File: src/rtl/data_store_buffer.sv
// Posted-write store buffer between the MEM stage and a clk_stall-handshaked data memory.
// Optional feature macro: STORE_FWD_EN (word loads answered from a matching queued word store).
module data_store_buffer #(
  parameter int DEPTH = 4,
  parameter int PTR_W = 2
) (
  input  logic        clk,
  input  logic        reset,
  input  logic [31:0] cpu_addr,
  input  logic [31:0] cpu_write_data,
  input  logic        cpu_memwrite,
  input  logic        cpu_memread,
  input  logic [3:0]  cpu_sign_mask,
  output logic [31:0] cpu_read_data,
  output logic        cpu_stall,
  output logic [31:0] mem_addr,
  output logic [31:0] mem_write_data,
  output logic        mem_memwrite,
  output logic        mem_memread,
  output logic [3:0]  mem_sign_mask,
  input  logic [31:0] mem_read_data,
  input  logic        mem_stall,
  output logic [1:0]  dbg_state
);

  // Handshakes: a cpu request is held until a cycle with cpu_stall low, which completes it
  // at the next edge; a memory request is a one-cycle pulse, then mem_stall high = busy, low = done.

  localparam int CW = PTR_W + 1;
  localparam logic [CW-1:0]    DEPTH_C = CW'(DEPTH);
  localparam logic [CW-1:0]    CNT_ONE = CW'(1);
  localparam logic [PTR_W-1:0] PTR_ONE = PTR_W'(1);

  typedef enum logic [1:0] {
    IDLE      = 2'd0,
    ISSUE     = 2'd1,
    WAIT_BUSY = 2'd2,
    WAIT_DONE = 2'd3
  } state_t;

  state_t state, state_next;

  logic [31:0]      fifo_addr [DEPTH];
  logic [31:0]      fifo_data [DEPTH];
  logic [3:0]       fifo_mask [DEPTH];
  logic [PTR_W-1:0] wr_ptr, rd_ptr;
  logic [CW-1:0]    count;

  logic        full, empty, push, pop;
  logic        op_load;
  logic        load_done;
  logic        load_issue, load_complete;
  logic        fwd_take;
  logic [31:0] fwd_data;

  assign full  = (count == DEPTH_C);
  assign empty = (count == '0);

  // With both request lines high the cycle is a load and the store is dropped.
  assign push = cpu_memwrite && !cpu_memread && !full;
  assign pop  = (state == WAIT_DONE) && !mem_stall && !op_load;

  assign load_complete = (state == WAIT_DONE) && !mem_stall && op_load;
  assign load_issue    = empty && cpu_memread && !load_done && !fwd_take;

  assign cpu_stall = (cpu_memwrite && !cpu_memread && full) || (cpu_memread && !load_done);
  assign dbg_state = state;

`ifdef STORE_FWD_EN
  logic             fwd_hit;
  logic [PTR_W-1:0] fwd_idx;

  // Scan oldest to youngest so the youngest matching word store wins.
  always_comb begin
    fwd_hit  = 1'b0;
    fwd_data = '0;
    fwd_idx  = rd_ptr;
    for (int k = 0; k < DEPTH; k++) begin
      fwd_idx = rd_ptr + PTR_W'(k);
      if ((CW'(k) < count) && (fifo_mask[fwd_idx][2:0] == 3'b111) &&
          (fifo_addr[fwd_idx][31:2] == cpu_addr[31:2])) begin
        fwd_hit  = 1'b1;
        fwd_data = fifo_data[fwd_idx];
      end
    end
  end

  assign fwd_take = cpu_memread && !load_done && (cpu_sign_mask[2:0] == 3'b111) && fwd_hit;
`else
  assign fwd_take = 1'b0;
  assign fwd_data = '0;
`endif

  always_ff @(posedge clk) begin
    if (push) begin
      fifo_addr[wr_ptr] <= cpu_addr;
      fifo_data[wr_ptr] <= cpu_write_data;
      fifo_mask[wr_ptr] <= cpu_sign_mask;
    end
  end

  always_comb begin
    state_next   = state;
    mem_memwrite = 1'b0;
    mem_memread  = 1'b0;
    case (state)
      IDLE: begin
        if (!empty || load_issue) state_next = ISSUE;
      end
      ISSUE: begin
        mem_memwrite = !op_load;
        mem_memread  = op_load;
        state_next   = WAIT_BUSY;
      end
      WAIT_BUSY: begin
        if (mem_stall) state_next = WAIT_DONE;
      end
      WAIT_DONE: begin
        if (!mem_stall) state_next = IDLE;
      end
      default: state_next = IDLE;
    endcase
  end

  always_ff @(posedge clk or posedge reset) begin
    if (reset) begin
      state          <= IDLE;
      wr_ptr         <= '0;
      rd_ptr         <= '0;
      count          <= '0;
      op_load        <= 1'b0;
      load_done      <= 1'b0;
      cpu_read_data  <= '0;
      mem_addr       <= '0;
      mem_write_data <= '0;
      mem_sign_mask  <= '0;
    end else begin
      state <= state_next;
      if (push) wr_ptr <= wr_ptr + PTR_ONE;
      if (pop)  rd_ptr <= rd_ptr + PTR_ONE;
      case ({push, pop})
        2'b10:   count <= count + CNT_ONE;
        2'b01:   count <= count - CNT_ONE;
        default: count <= count;
      endcase

      // Memory-side fields are captured once on entry to ISSUE and held until the next issue.
      if ((state == IDLE) && (state_next == ISSUE)) begin
        op_load <= empty;
        if (empty) begin
          mem_addr       <= cpu_addr;
          mem_write_data <= '0;
          mem_sign_mask  <= cpu_sign_mask;
        end else begin
          mem_addr       <= fifo_addr[rd_ptr];
          mem_write_data <= fifo_data[rd_ptr];
          mem_sign_mask  <= fifo_mask[rd_ptr];
        end
      end

      load_done <= 1'b0;
      if (load_complete) begin
        load_done     <= 1'b1;
        cpu_read_data <= mem_read_data;
      end else if (fwd_take) begin
        load_done     <= 1'b1;
        cpu_read_data <= fwd_data;
      end
    end
  end

endmodule

File: config.mk
export PLATFORM = sky130hd
export DESIGN_NAME = data_store_buffer
export DESIGN_NICKNAME = d
export VERILOG_FILES = /design/src/rtl/data_store_buffer.sv
export SDC_FILE = /design/constraint.sdc
export NUM_CORES = 1
export LEC_CHECK = 0
export CAP_MARGIN = 20
export CORE_ASPECT_RATIO = 0.75
export CORE_MARGIN = 2
export CORE_UTILIZATION = 54
export CTS_CLUSTER_SIZE = 12
export DETAILED_ROUTE_END_ITERATION = 12
export PLACE_DENSITY = 0.79
export SLEW_MARGIN = 20
export SYNTH_ARGS = -nofsm -noshare
export SYNTH_HDL_FRONTEND = slang
export SYNTH_SLANG_ARGS = --single-unit
File: constraint.sdc
create_clock -name clk -period 4.45 [get_ports clk]
set_input_delay 0.445 -clock clk [delete_from_list [all_inputs] [get_ports clk]]
set_output_delay 0.445 -clock clk [all_outputs]
set_load 0.05 [all_outputs]
==> results of run 1 <==
-- power groups by stage --
stage	registers [mW]	clock network (mW)	logic (mW)
2_1_floorplan	6.47	0	2.17
3_3_place_gp	5.29	0	4.87
3_5_place_dp	5.32	0	4.95
4_1_cts	5.27	2.96	4.98
5_1_grt	5.36	3.09	5.22
6_report	5.25	2.90	4.94
-- layer usage --
layer  up-vias  global-route usage (%)
met5         -                       0
met4         0                   6.098
met3        53                   4.339
met2       361                   34.13
met1      4239                   33.66
li1       3581                       -
-- stage by stage --
stage / cell area [sq um] / setup slack, ps / std cells / utilization (%)
global placement: 17060 / 1513 / 1325 / 63.64
finish: 18160 / 1669 / 1393 / 67.75
floorplan: 14660 / 1074 / 807 / -
CTS: 18160 / 1623 / 1393 / 67.75
detailed placement: 17060 / 1474 / 1325 / 63.64
global route: 18160 / 1554 / 1393 / 67.75
-- worst register-to-register path, cell delays in order, from the launching register on --
cell	delay, ps
dfrtp_1	460
nor2_1	90
a21oi_1	570
and2_4	910
-- worst max-delay path by stage --
stage                             from                to  slack, ps
after floorplan                  reset          count[0]       1070
after global placement     cpu_memread  fifo_addr[1][13]       1510
after detailed placement   cpu_memread  fifo_addr[0][12]       1470
final                     dbg_state[0]      mem_memwrite       1670
after global routing      dbg_state[0]      mem_memwrite       1550
after CTS                 dbg_state[0]      mem_memwrite       1620
-- final cells by class --
class	count	share of cell area (%)
multi-input combinational	361	18.99
clock buffer	66	5.987
sequential	383	60.31
inverter	9	0.1998
timing repair buffer	221	12.02
tap	351	2.418
clock inverter	2	0.07579
-- state kept, by name (all words and copies together) (netlist names) --
signal	flops
op_load	1
mem_addr	32
fifo_addr	128
dbg_state	2
mem_sign_mask	4
load_done	1
mem_write_data	32
cpu_read_data	32
count	3
fifo_mask	16
wr_ptr	2
rd_ptr	2
fifo_data	128
-- cells by family after synthesis --
logic type / count (synthesis) / synth area share [%]
AO/OA/AOI/OAI: 105 / 4.874
buffers and inverters: 63 / 2.040
multiplexers: 102 / 13.05
AND/OR/NAND/NOR: 142 / 4.447
XOR/XNOR: 6 / 0.3585
adder cells (fa/ha/maj): 6 / 0.5633
flip-flops: 383 / 74.67
-- cell usage in the layout (no fill, tap or decap), types with 2 or more instances in the layout --
cell type and count:
edfxtp_1 272, clkdlybuf4s50_1 209, dfrtp_1 109, nand2_1 69, mux4_2 68, clkbuf_16 39, mux2_2 33, nand3_1 32
o21ai_0 26, clkbuf_1 26, nor2_1 23, a22oi_1 17, o2bb2ai_1 17, a211oi_1 16, a31oi_1 16, buf_4 12
inv_1 8, o21ai_1 6, ha_1 5, and2_4 4, xnor2_1 3, xor2_1 3, and3_1 3, a221o_1 3
and3b_1 2, dfrtp_4 2
==> results.cfg, run 1 <==
[global_route]
antenna_found_initial = 0
grt.overflow.total = 0
grt_usage_pct = 22.35
grt_pass1_wl_mm = 48.87
grt_pass1_vias = 8399
grt_max_degree = 70

[clocking]
post_cts_resized = 0
cts_sinks = 383
cts_hold_buffers = 0
cts_tree = built
htreeDepth = 2
cts_root_buffer = clkbuf_16
insertion_delay_ps = 510
clk_pin_slew_worst_paths_ps = 60
numCtsBuffers = 38
post_cts_buffers = 0
clockBufferDepth = 3

[route]
wire_per_inst_um = 22.53
drt-initial-drc-count = 733
vias_per_cell = 5.911
firstDrtPassIters = 5
drc = 0
antenna_left = 0
vias = 8234
dr_wl_met2_mm = 14.50
met1_length_mm = 13.61
wl_met3_mm = 2.579
highest_layer = met4
wl_mm = 31.38

[sta]
setup_tns_ps = 0
slew_headroom_pct = 26.43
skew_ps = 13.89
min_period_over_period_pct = 62.50
whs_ps = 336.9
setup_viol = 0
slew_viol_final = 0
rsz0062_at_grt = false
period_minus_slack_ps = 2781
tightest_slew_ps = 1103
final-hold-violation-count = 0
fmax_mhz = 359.6

[floorplanning]
ios = 210
initial_core_util_pct = 54.69
rows = 52
die_w_um = 194.3
die_h_um = 146.7
core_sq_mm = 0.02681
die_area_sq_mm = 0.02849

[power_and_ir_drop]
irDropWorstVdd_uv = 538.2
switching_power_mw = 4.865
p_total_mw = 13.09
clkPwrFrac_pct = 22.2
comb_power_share_pct = 37.7
leakage_nw = 6.386
power_density_mw_per_mm2 = 720.7
p_int_mw = 8.223
pwr-share-seq_pct = 40.1
p_sw_share_pct = 37.17

[place]
gp_congestion = 0.7199
dp_hpwl_mm = 18.74
port_buffers = 209

[critical_path]
cp_cell_sequence = nor3b_1 -> clkdlybuf4s50_1
crit_buf_inv = 1
worst-path-stages = 2
cpLargestDelayFamily = buffers and inverters
reg2reg_depth = 3
path_class = flop to output port
r2r_end = fifo_mask[2][3]
r2r_setup_slack_ps = 1930
arrival_ps = 2340
crit_path_end_kind = output port
slowest_delay_ps = 870
r2r_start = count[0]
cp_max_fo = 9
cp-start-kind = flop
cpMaxStageDelayCell = clkdlybuf4s50_1
cp.required_ps = 4010

[finish]
regArea_sq_mm = 0.01095
fillers = 1726
area.growth.synth_to_final_pct = 23.88
nets = 1125
layout-drive-gt1-share_pct = 16.22
multi_input_area_sq_mm = 0.003448
antenna_cells = 0

[logic_synthesis]
postSynthCellCount = 807
ys_seq_area_share_pct = 74.67
yosysWarnings = 0
postSynthAreaPerCell_sq_um = 18.16
ys_types = 40
yosysMostFrequentCell = edfxtp_1
synth_top_cells_by_area = edfxtp_1 56%, dfrtp_1 19%, mux4_2 10%
async_flop_share_pct = 28.98
synth_nets = 918
synth_top_area_share_pct = 55.72
synth-main-ff-cell = edfxtp_1
ys_seq_elements = 383
synth-edff-count = 272
synth_top_area_cell = edfxtp_1
netlist_area_sq_mm = 0.01466
synthTopCellsByCount = 272 x edfxtp_1, 111 x dfrtp_1, 69 x nand2_1

[run]
maxCapViolCount = 0

[run_status]
status = completed

[worst_hold_path]
hold_class = input port to async pin
Note: power is estimated with default switching activity, not from simulation.
==> run 2: changes to the inputs <==
Settings changed: CORE_UTILIZATION 54 to 49, PLACE_DENSITY 0.79 to 0.76.
Clock period 4.45 ns to 2.24 ns, I/O delays scaled along.
==> results.cfg, run 2 (same netlist as run 1, synthesis figures left out) <==
[clocking]
cts_root_buffer = clkbuf_16
clockBufferDepth = 3
htreeDepth = 2
insertion_delay_ps = 530
cts_sinks = 383
clk_pin_slew_worst_paths_ps = 60
cts_tree = built
numCtsBuffers = 39
post_cts_buffers = 0

[sta]
rsz0062_at_grt = false
period_minus_slack_ps = 2146
setup_viol = 0
slew_viol_final = 0
final-hold-violation-count = 0
whs_ps = 169.3
skew_ps = 25.39
fmax_mhz = 466.0
setup_tns_ps = 0
min_period_over_period_pct = 95.80
tightest_slew_ps = 666.2
fin_ws_ps = 94.10
slew_headroom_pct = 55.50

[critical_path]
crit_path_end_kind = output port
reg2reg_depth = 4
crit_end = mem_memread
cp-start-kind = flop
r2r_setup_slack_ps = 300
crit_start = dbg_state[1]
cp.required_ps = 2020
path_class = flop to output port
r2r_end = mem_write_data[14]
arrival_ps = 1920
r2r_start = rd_ptr[0]
cp_max_fo = 6

[finish]
area.growth.synth_to_final_pct = 27.55
design_area_sq_mm = 0.01870
layout_commonest_cell = edfxtp_1
fillers = 2028
nets = 1154
final_cell_mix = 272 x edfxtp_1, 205 x clkdlybuf4s50_1, 109 x dfrtp_1
final_util_pct = 63.91
instances_no_fill = 1465
antenna_cells = 0
top_regs = fifo_addr (128), fifo_data (128)
multi_input_area_sq_mm = 0.003453
layout-drive-gt1-share_pct = 18.83
regArea_sq_mm = 0.01095

[place]
dpl_cell_area_sq_mm = 0.01756
dp_hpwl_mm = 20.52
placed_cells = 1394
gp_congestion = 0.7505
place_ws_ps = 88.17
port_buffers = 209

[power_and_ir_drop]
irDropWorstVdd_uv = 932.1
power_density_mw_per_mm2 = 1421
pwr-share-seq_pct = 38.2
clkPwrFrac_pct = 22.2
p_sw_share_pct = 37.18
switching_power_mw = 9.876
p_total_mw = 26.56
p_int_mw = 16.69
comb_power_share_pct = 39.6
leakage_nw = 6.619

[route]
drc = 0
wire_per_inst_um = 22.11
firstDrtPassIters = 5
vias = 8286
antenna_left = 0
vias_per_cell = 5.656
wl_mm = 32.39
drt-initial-drc-count = 727

[floorplanning]
die_h_um = 153.8
initial_core_util_pct = 50.11
rows = 54
die_w_um = 203.7
ios = 210
core_sq_mm = 0.02926
die_area_sq_mm = 0.03133

[global_route]
grt.overflow.total = 0
grt_pass1_wl_mm = 50.87
antenna_found_initial = 1
grt_usage_pct = 21.18
grt_max_degree = 49
grt_pass1_vias = 8747

[worst_hold_path]
hold_class = input port to async pin

[run]
maxCapViolCount = 0

[run_status]
status = completed
==> run 2: critical path, stage by stage (launching register included) <==
cell and delay [ps]:
dfrtp_1 470, buf_4 200, and3b_1 200, dlygate4sd2_1 540
==> run 2: metal layers <==
metal | wire, um | vias to the layer above | GRT usage (%)
li1 | - | 3635 | -
met1 | 13740 | 4279 | 29.94
met2 | 15770 | 325 | 34.01
met3 | 2304 | 47 | 4.281
met4 | 568 | 0 | 5.631
met5 | 0 | - | 0
==> run 2: final cells by class <==
cell class / instances / share of cell area, %
clock inverter: 8 / 0.2810
clock buffer: 63 / 5.815
timing repair buffer: 249 / 14.03
multi-input combinational: 361 / 18.47
tap: 392 / 2.623
inverter: 9 / 0.2007
sequential: 383 / 58.58
==> run 2: worst min path at each step <==
| stage | from | end | slack (ps) | cells past startpoint |
|---|---|---|---|---|
| after floorplan | cpu_addr[0] | fifo_addr[0][0] | 320 | 0 |
| after global placement | mem_addr[20] | mem_addr[20] | 470 | 1 |
| after detailed placement | mem_addr[20] | mem_addr[20] | 480 | 1 |
| after CTS | reset | mem_write_data[2] | 170 | 2 |
| after global routing | reset | mem_write_data[2] | 210 | 2 |
| final | reset | mem_write_data[2] | 170 | 2 |
==> run 2: power by group through the flow <==
| stage | clock network [mW] | logic (mW) | registers, mW |
|---|---|---|---|
| 6_report | 5.91 | 10.5 | 10.1 |
| 5_1_grt | 6.30 | 11.2 | 10.3 |
| 4_1_cts | 6.01 | 10.6 | 10.2 |
| 3_5_place_dp | 0 | 10.6 | 10.3 |
| 3_3_place_gp | 0 | 10.4 | 10.2 |
| 2_1_floorplan | 0 | 4.31 | 12.8 |
==> run 2: timing repair <==
item	CTS	global route
resized for setup	3	0
hold buffers	0	0
endpoints found under the setup margin	3	0
